**config.mk**
```make
export PLATFORM = sky130hd
export DESIGN_NAME = menu_draw_text
export DESIGN_NICKNAME = d
export VERILOG_FILES = /design/src/rtl/vga_pkg.sv /design/src/rtl/font_rom.sv /design/src/rtl/menu_delay.sv /design/src/rtl/menu_draw_text.sv
export SDC_FILE = /design/constraint.sdc
export NUM_CORES = 1
export LEC_CHECK = 0
export BUFFER_PORTS_ARGS = -buffer_cell sky130_fd_sc_hd__buf_2
export CAP_MARGIN = 10
export CORE_MARGIN = 5
export CORE_UTILIZATION = 30
export DETAILED_ROUTE_END_ITERATION = 10
export MAX_ROUTING_LAYER = met4
export PLACE_DENSITY_LB_ADDON = 0.08
export SYNTH_ARGS = -nofsm -noshare
export SYNTH_HDL_FRONTEND = slang
export SYNTH_HIERARCHICAL = 1
export SYNTH_SLANG_ARGS = --single-unit
```
**constraint.sdc**
```tcl
create_clock -name clk -period 4.1 [get_ports clk]
set_clock_uncertainty 0.2 [all_clocks]
set_input_delay 0.41 -clock clk [delete_from_list [all_inputs] [get_ports clk]]
set_output_delay 0.41 -clock clk [all_outputs]
set_load 0.005 [all_outputs]
```
**src/rtl/vga_pkg.sv**
```systemverilog
// Shared constants and types for the menu text drawing path.
// Glyph cell geometry, default fetch latency and the cell-address type.
package vga_pkg;

    localparam int CHAR_W        = 8;
    localparam int CHAR_H        = 16;
    localparam int MENU_CHAR_LAT = 2;
    localparam int MENU_TEXT_LAT = MENU_CHAR_LAT + 3;

    typedef logic [7:0] char_xy_t;

    // Font rows store the leftmost pixel in bit 7.
    function automatic logic glyph_bit(input logic [7:0] row, input logic [2:0] px);
        return row[3'd7 - px];
    endfunction

endpackage

```
**src/rtl/font_rom.sv**
```systemverilog
// 8x16 glyph ROM, address {char_code, line}, one-cycle registered read.
module font_rom (
    input  logic        clk,
    input  logic [10:0] addr,
    output logic [7:0]  char_line_pixels
);

    logic [7:0] data_q;

    // Synchronous ROM read; rows not listed are blank.
    always_ff @(posedge clk) begin
        case (addr)
            11'h412: data_q <= 8'h10;
            11'h413: data_q <= 8'h38;
            11'h414: data_q <= 8'h6C;
            11'h415: data_q <= 8'hC6;
            11'h416: data_q <= 8'hC6;
            11'h417: data_q <= 8'hFE;
            11'h418: data_q <= 8'hC6;
            11'h419: data_q <= 8'hC6;
            11'h41A: data_q <= 8'hC6;
            11'h41B: data_q <= 8'hC6;
            11'h422: data_q <= 8'hFC;
            11'h423: data_q <= 8'h66;
            11'h424: data_q <= 8'h66;
            11'h425: data_q <= 8'h66;
            11'h426: data_q <= 8'h7C;
            11'h427: data_q <= 8'h66;
            11'h428: data_q <= 8'h66;
            11'h429: data_q <= 8'h66;
            11'h42A: data_q <= 8'h66;
            11'h42B: data_q <= 8'hFC;
            default: data_q <= 8'h00;
        endcase
    end

    assign char_line_pixels = data_q;

endmodule

```
**src/rtl/menu_delay.sv**
```systemverilog
// Generic shift-register delay line with synchronous active-high clear.
module menu_delay #(
    parameter int WIDTH = 8,
    parameter int DEPTH = 1
) (
    input  logic             clk,
    input  logic             rst,
    input  logic [WIDTH-1:0] din,
    output logic [WIDTH-1:0] dout
);

    logic [WIDTH-1:0] stage_q [DEPTH];

    // Shift chain; every stage clears on the same edge.
    always_ff @(posedge clk) begin
        if (rst) begin
            for (int i = 0; i < DEPTH; i++) begin
                stage_q[i] <= '0;
            end
        end else begin
            stage_q[0] <= din;
            for (int i = 1; i < DEPTH; i++) begin
                stage_q[i] <= stage_q[i-1];
            end
        end
    end

    assign dout = stage_q[DEPTH-1];

endmodule

```
**src/rtl/menu_draw_text.sv**
```systemverilog
// Menu text overlay: issues cell addresses, reads glyph rows, draws them on the RGB stream.
// Optional MENU_TEXT_BG_EN makes the text window opaque with BG_COLOR.
module menu_draw_text
    import vga_pkg::*;
#(
    parameter int          XPOS       = 400,
    parameter int          YPOS       = 300,
    parameter int          COLS       = 16,
    parameter int          ROWS       = 8,
    parameter logic [11:0] TEXT_COLOR = 12'hFFF,
    parameter logic [11:0] BG_COLOR   = 12'h000,
    parameter int          CHAR_LAT   = MENU_CHAR_LAT
) (
    input  logic        clk,
    input  logic        rst,
    input  logic [10:0] hcount_in,
    input  logic        hsync_in,
    input  logic        hblnk_in,
    input  logic [10:0] vcount_in,
    input  logic        vsync_in,
    input  logic        vblnk_in,
    input  logic [11:0] rgb_in,
    output logic [7:0]  char_xy,
    output logic [3:0]  char_line,
    input  logic [6:0]  char_code,
    input  logic [3:0]  char_line_ret,
    output logic [10:0] hcount_out,
    output logic        hsync_out,
    output logic        hblnk_out,
    output logic [10:0] vcount_out,
    output logic        vsync_out,
    output logic        vblnk_out,
    output logic [11:0] rgb_out
);

    localparam int          LAT   = CHAR_LAT + 3;
    localparam int          DLY_W = 42;
    localparam logic [10:0] X0    = 11'(XPOS);
    localparam logic [10:0] Y0    = 11'(YPOS);
    localparam logic [11:0] X1    = 12'(XPOS + CHAR_W * COLS);
    localparam logic [11:0] Y1    = 12'(YPOS + CHAR_H * ROWS);
`ifdef MENU_TEXT_BG_EN
    localparam bit BG_EN = 1'b1;
`else
    localparam bit BG_EN = 1'b0;
`endif

    // Only the low bits of the wrapped offsets feed the cell address.
    logic [6:0]  rel_x_s;
    logic [7:0]  rel_y_s;
    logic        in_win_s;
    char_xy_t    char_xy_q;
    logic [3:0]  char_line_q;

    assign rel_x_s  = 7'(hcount_in - X0);
    assign rel_y_s  = 8'(vcount_in - Y0);
    assign in_win_s = (hcount_in >= X0) && ({1'b0, hcount_in} < X1) &&
                      (vcount_in >= Y0) && ({1'b0, vcount_in} < Y1);

    // Cell address and glyph line towards the text ROMs.
    always_ff @(posedge clk) begin
        if (rst) begin
            char_xy_q   <= 8'h00;
            char_line_q <= 4'h0;
        end else begin
            char_xy_q   <= {rel_y_s[7:4], rel_x_s[6:3]};
            char_line_q <= rel_y_s[3:0];
        end
    end

    assign char_xy   = char_xy_q;
    assign char_line = char_line_q;

    logic [DLY_W-1:0] dly_in_s;
    logic [DLY_W-1:0] dly_out_s;
    logic [10:0]      dl_hcount_s;
    logic [10:0]      dl_vcount_s;
    logic             dl_hsync_s;
    logic             dl_hblnk_s;
    logic             dl_vsync_s;
    logic             dl_vblnk_s;
    logic [11:0]      dl_rgb_s;
    logic             dl_in_win_s;
    logic [2:0]       dl_px_s;

    assign dly_in_s = {hcount_in, hsync_in, hblnk_in, vcount_in, vsync_in, vblnk_in,
                       rgb_in, in_win_s, rel_x_s[2:0]};

    menu_delay #(
        .WIDTH (DLY_W),
        .DEPTH (LAT - 1)
    ) u_delay (
        .clk  (clk),
        .rst  (rst),
        .din  (dly_in_s),
        .dout (dly_out_s)
    );

    assign {dl_hcount_s, dl_hsync_s, dl_hblnk_s, dl_vcount_s, dl_vsync_s, dl_vblnk_s,
            dl_rgb_s, dl_in_win_s, dl_px_s} = dly_out_s;

    logic [7:0] font_row_s;

    font_rom u_font_rom (
        .clk              (clk),
        .addr             ({char_code, char_line_ret}),
        .char_line_pixels (font_row_s)
    );

    logic        glyph_s;
    logic [11:0] rgb_d;

    assign glyph_s = glyph_bit(font_row_s, dl_px_s);

    // Pixel select; in_win is not qualified by blanking, upstream owns that.
    always_comb begin
        rgb_d = dl_rgb_s;
        if (dl_in_win_s && glyph_s) begin
            rgb_d = TEXT_COLOR;
        end else if (dl_in_win_s && BG_EN) begin
            rgb_d = BG_COLOR;
        end else begin
            rgb_d = dl_rgb_s;
        end
    end

    logic [10:0] hcount_q;
    logic [10:0] vcount_q;
    logic        hsync_q;
    logic        hblnk_q;
    logic        vsync_q;
    logic        vblnk_q;
    logic [11:0] rgb_q;

    // Output register.
    always_ff @(posedge clk) begin
        if (rst) begin
            hcount_q <= 11'd0;
            hsync_q  <= 1'b0;
            hblnk_q  <= 1'b0;
            vcount_q <= 11'd0;
            vsync_q  <= 1'b0;
            vblnk_q  <= 1'b0;
            rgb_q    <= 12'h000;
        end else begin
            hcount_q <= dl_hcount_s;
            hsync_q  <= dl_hsync_s;
            hblnk_q  <= dl_hblnk_s;
            vcount_q <= dl_vcount_s;
            vsync_q  <= dl_vsync_s;
            vblnk_q  <= dl_vblnk_s;
            rgb_q    <= rgb_d;
        end
    end

    assign hcount_out = hcount_q;
    assign hsync_out  = hsync_q;
    assign hblnk_out  = hblnk_q;
    assign vcount_out = vcount_q;
    assign vsync_out  = vsync_q;
    assign vblnk_out  = vblnk_q;
    assign rgb_out    = rgb_q;

endmodule

```
==> After elaboration in Yosys (flattened, before gate mapping) <==
Memories as Yosys holds them, arrays and structs flattened.
Index checks and enable logic that the tools add are counted.
{ "totals": {"ramBits": 168, "out_inout_bits": 50, "elab_cells": 61, "ff_bits": 58, "memories": 1, "in_bits": 51} }
{ "memory_table": {"columns": ["name", "words", "width", "read_ports", "rd_ports_with_merged_regs", "wr", "line_no", "source"], "rows": [
  ["u_delay.stage_q", 4, 42, 4, 0, 4, "menu_delay.sv:12", "logic [WIDTH-1:0] stage_q [DEPTH];"]
]} }
{ "classes": {"reduce_logical": 7, "n_eq_ne": 20, "order_cmp": 5, "bitwise": 4, "n_mux": 11, "add_sub_neg": 3} }
{ "op_table": {"columns": ["cell", "n"], "rows": [
  ["$eq A11 B11 Y1 const B", 20],
  ["$mux W42", 4],
  ["$pmux W8 S8", 1],
  ["$ge A11 B9 Y1 const B", 2],
  ["$mux W12", 1],
  ["$lt A11 B10 Y1 const B", 1],
  ["$lt A11 B9 Y1 const B", 1],
  ["$sub A8 B6 Y8 const B", 1],
  ["$reduce_or A7 Y1", 1],
  ["$sub A7 B5 Y7 const B", 1],
  ["$reduce_or A6 Y1", 1],
  ["$logic_and A1 B1 Y1", 4],
  ["$lt A3 B4 Y1 const B", 1],
  ["$mux W1", 4],
  ["$or A1 B1 Y1", 4],
  ["$bmux W1 S3", 1],
  ["$sub A3 B3 Y3 const A", 1],
  ["$reduce_or A2 Y1", 1]
]} }

==> Logic depth before layout (Yosys ltp) <==
{ "logic_depth": {"word_depth": 5, "depth_mapped": 6, "depth_no_buf": 6} }

==> Hierarchy <==
Netlist, hierarchy kept.
{ "modules_own_cells": {"columns": ["mod", "cells_each", "seq_area_each_um2", "n_inst", "area_per_inst_um2"], "rows": [
  ["menu_delay", 354, 3363.2, 1, 4509.3],
  ["menu_draw_text", 149, 1001.0, 1, 1679.1],
  ["font_rom", 54, 120.1, 1, 457.9]
]} }

==> Worst setup path before layout <==
Ideal clock, no wire load.
{ "synth_timing": {"path_kind": "register -> register", "startpoint": "register u_font_rom.data_q[6] (netlist: u_font_rom/char_line_pixels[6])", "endpoint": "register rgb_q[1] (netlist: rgb_out[1])", "arrival_ns": 1.422, "setup_slack_ns": 2.348, "period_less_slack_ns": 1.752, "t_required_ns": 3.770, "setup_time_ns": 0.130, "path_stages_with_launch": 7, "n_path_buf": 2, "cell_sequence": "dfxtp_1 > buf_4 > mux4_1 > mux2_4 > nand3b_4 > buf_12 > o21ai_2"} }
{ "synth_via": {"elab_chain_cells": 4} }
{ "synth_lines": {"columns": ["element", "line_no", "source"], "rows": [
  ["from (decl)", "font_rom.sv:8", "logic [7:0] data_q;"],
  ["from (signal assigned)", "font_rom.sv:13", "11'h412: data_q <= 8'h10;"],
  ["from (signal assigned)", "font_rom.sv:14", "11'h413: data_q <= 8'h38;"],
  ["from (signal assigned)", "font_rom.sv:15", "11'h414: data_q <= 8'h6C;"],
  ["$bmux W1 S3", "vga_pkg.sv:14", "return row[3'd7 - px];"],
  ["$mux W1 (not written as such)", "vga_pkg.sv:14", null],
  ["$logic_and A1 B1 Y1", "menu_draw_text.sv:118", "if (dl_in_win_s && glyph_s) begin"],
  ["$mux W12", "menu_draw_text.sv:118", null],
  ["to (signal assigned)", "menu_draw_text.sv:152", "rgb_q <= rgb_d;"],
  ["to (decl)", "menu_draw_text.sv:133", "logic [11:0] rgb_q;"]
]} }
No other way between the ends. The select of a mux whose other input is x is not followed.
A chain may end at the register's enable or synchronous reset.

==> key figures <==
Layout
  • Final nets: 748
  • Diode count: 0
  • Final std cells w/o fill: 990
  • Layout cells sized above 1: 22.7%
  • Final design area excluding fillers: 8540 um^2
  • Reg area: 4480 um^2
  • Layout area overhead: 28.5%
  • Filler Cells Inserted: 2106
  • Area of the multi-input gates: 1930 um^2

Outcome
  • Status: finished clean

Placed design
  • Routability cong.: 0.754
  • Placed Instance Area: 7350 um^2
  • Post-DP HPWL: 6.34 mm
  • Placed cells: 909
  • Port bufs: 100

Pwr
  • Leakage power: 3.62 nW
  • Power Density: 533 nW/um^2
  • PnR Total Power: 4.55 mW
  • VDD IR max: 0.276 mV

CTS
  • Post_cts resized: 0
  • Clk buf depth: 3
  • CTS Sinks: 224
  • TritonCTS Buffers: 24
  • Setup Buffers After CTS: 0
  • CTS root buf: clkbuf_16
  • CTS H-Tree Depth: 1
  • Worst skew pair latency: 0.50 ns
  • CTS tree: built
  • Hold_buf cts: 39
  • Clk slew on worst S/H paths: 0.06 ns

Detailed routing
  • Post-DR wirelength/cell: 10.5 um
  • 1st-iter DRT viols: 125
  • DRC Markers: 0
  • Vias/cell: 3.82
  • Final WL: 10.4 mm
  • Router iterations before antenna repair: 4
  • Via count: 3777
  • Final ANT Viol Nets: 0

Yosys
  • Unique masters post-synth: 48
  • Net Count, Synth: 611
  • Top FF cell, synth: dfxtp_1
  • Top cells by area, synth: dfxtp_1, nor2b_1, o21ai_2, buf_2, buf_4
  • Leading area contributor after synthesis: dfxtp_1
  • Synth top area share: 67.5%
  • Syn Inst Count: 557
  • Top-count cell post-synth: dfxtp_1
  • EDFF count, synth: 0
  • Yosys warnings: 6
  • Most frequent cells after synthesis: dfxtp_1, nor2b_1, buf_2
  • Syn Std Cell Area: 6650 um^2
  • Yosys reg bits: 224
  • Mean post-synth cell area: 11.9 um^2
  • FFs w/ async S/R, synth: 0%
  • Sequential fraction of the synthesis area: 67.5%

Worst setup path
  • Crit-path leading delay family: buffers and inverters
  • Slowest CP cell: dlygate4sd3_1
  • CP Max Fanout: 5
  • CP startpoint kind: input pin
  • Required @ worst endpoint: 4.33 ns
  • Crit end category: flip-flop
  • Crit path largest cell delay: 0.53 ns
  • Arr. time, crit path: 2.11 ns
  • Worst Path Class, Setup: input pin to flip-flop
  • Critical path, cell by cell: dlygate4sd3_1 -> buf_2 -> a21o_1 -> a21oi_1 -> mux2i_1 -> and3_1 -> nor2b_1
  • Buf/Inv on CP: 2

STA
  • Final Slew Violations: 0
  • RSZ-0062 raised after global routing: false
  • Fin crit share: 45.9%
  • WHS: 0.0308 ns
  • Slew at the pin with the worst max-slew slack: 0.548 ns
  • Final setup TNS: 0 ns
  • Relative slew slack: 63.5%
  • Final count of negative-setup-slack endpoints: 0
  • Fmax achieved: 0.531 GHz
  • Min Clock Period, post-route: 1.88 ns
  • Final hold vios: 0

Floorplan
  • Starting density of the core: 30.5%
  • # IOs: 101
  • Core footprint: 21800 um^2
  • Row count: 54
  • Die area: 25200 um^2
  • Die height: 159 um
  • Die W: 159 um

Worst hold path
  • Min-Delay Path Class: input pin to flip-flop

Global routing
  • Total gr overflow: 0
  • First-pass GRT wire length: 17.7 mm
  • Global-route usage over all layers: 8.34%
  • Antenna violations before repair: 0
  • Pin count of the biggest net entering global routing: 91
  • Vias in the first global route: 3680

Job
  • Max-cap violations: 0
-- cell families after synthesis --
logic type	after synthesis	share of synthesized area, %
simple gates	237	22.5
flops	224	67.5
buf+inv	45	3.50
compound gates	37	3.97
xor+xnor	6	0.791
mux	4	1.17
fa+ha+maj	3	0.565
other cells	1	0.0564
-- stage by stage --
stage / util [%] / setup WS, ns
finish: 39.1 / 2.22
global placement: 33.7 / 2.21
detailed placement: 33.7 / 2.16
CTS: 39.1 / 2.21
global route: 39.1 / 2.09
floorplan: - / 2.35
-- sequential cells by signal (all words and copies together) (netlist names) --
name / flops
hblnk_out: 1
vcount_out: 11
hcount_out: 11
hsync_out: 1
rgb_out: 12
vsync_out: 1
vblnk_out: 1
char_line: 4
u_font_rom/char_line_pixels: 6
u_delay/stage_q: 168
char_xy: 8
-- tightest hold or removal path, delay by kind of cell --
kind / cells / cell delay [ns]
buffers and inverters: 1 / 0.10
and+or+nand+nor: 2 / 0.14
AOI/OAI and AO/OA: 1 / 0.04
-- where the power goes --
group / internal (mW) / switching, mW
clock network: 1.30 / 0.806
registers: 2.24 / 0.0118
logic: 0.102 / 0.0903
-- per-layer routing --
layer  track usage, %  part of all wire (%)
met5                -                     0
met4             3.36                   2.6
met2             12.7                    45
met1             10.4                    46
met3             2.51                   6.3
-- area by class of cell --
cell class                 count  area share (%)
sequential                   224            52.5
multi-input combinational    288            22.6
timing repair buffer         141            10.8
clock buffer                  36            8.63
tap                          280            4.10
clock inverter                 6           0.674
inverter                      15           0.659
-- placed cells by master (no fill, tap or decap), types with 7 or more instances in the layout --
cell type	instances
buf_2	99
clkbuf_16	25
inv_1	14
nor2b_1	199
o21ai_0	8
o21ai_2	11
nor2_1	11
clkbuf_8	7
dlygate4sd3_1	39
dfxtp_1	224
-- path summary, 6_finish.rpt --
check / depth (start not counted) / to / from / slack, ns
worst min-delay path: 4 / u_font_rom/char_line_pixels[3] / char_code[4] / 0.03
worst min register to register: 1 / u_delay/stage_q[3][23] / u_delay/stage_q[2][23] / 0.23
worst max-delay path: 7 / u_delay/stage_q[0][3] / vcount_in[4] / 2.22
worst max register to register: 4 / rgb_out[0] / u_delay/stage_q[3][0] / 2.25
No activity file was read; power rests on OpenSTA's default activity.
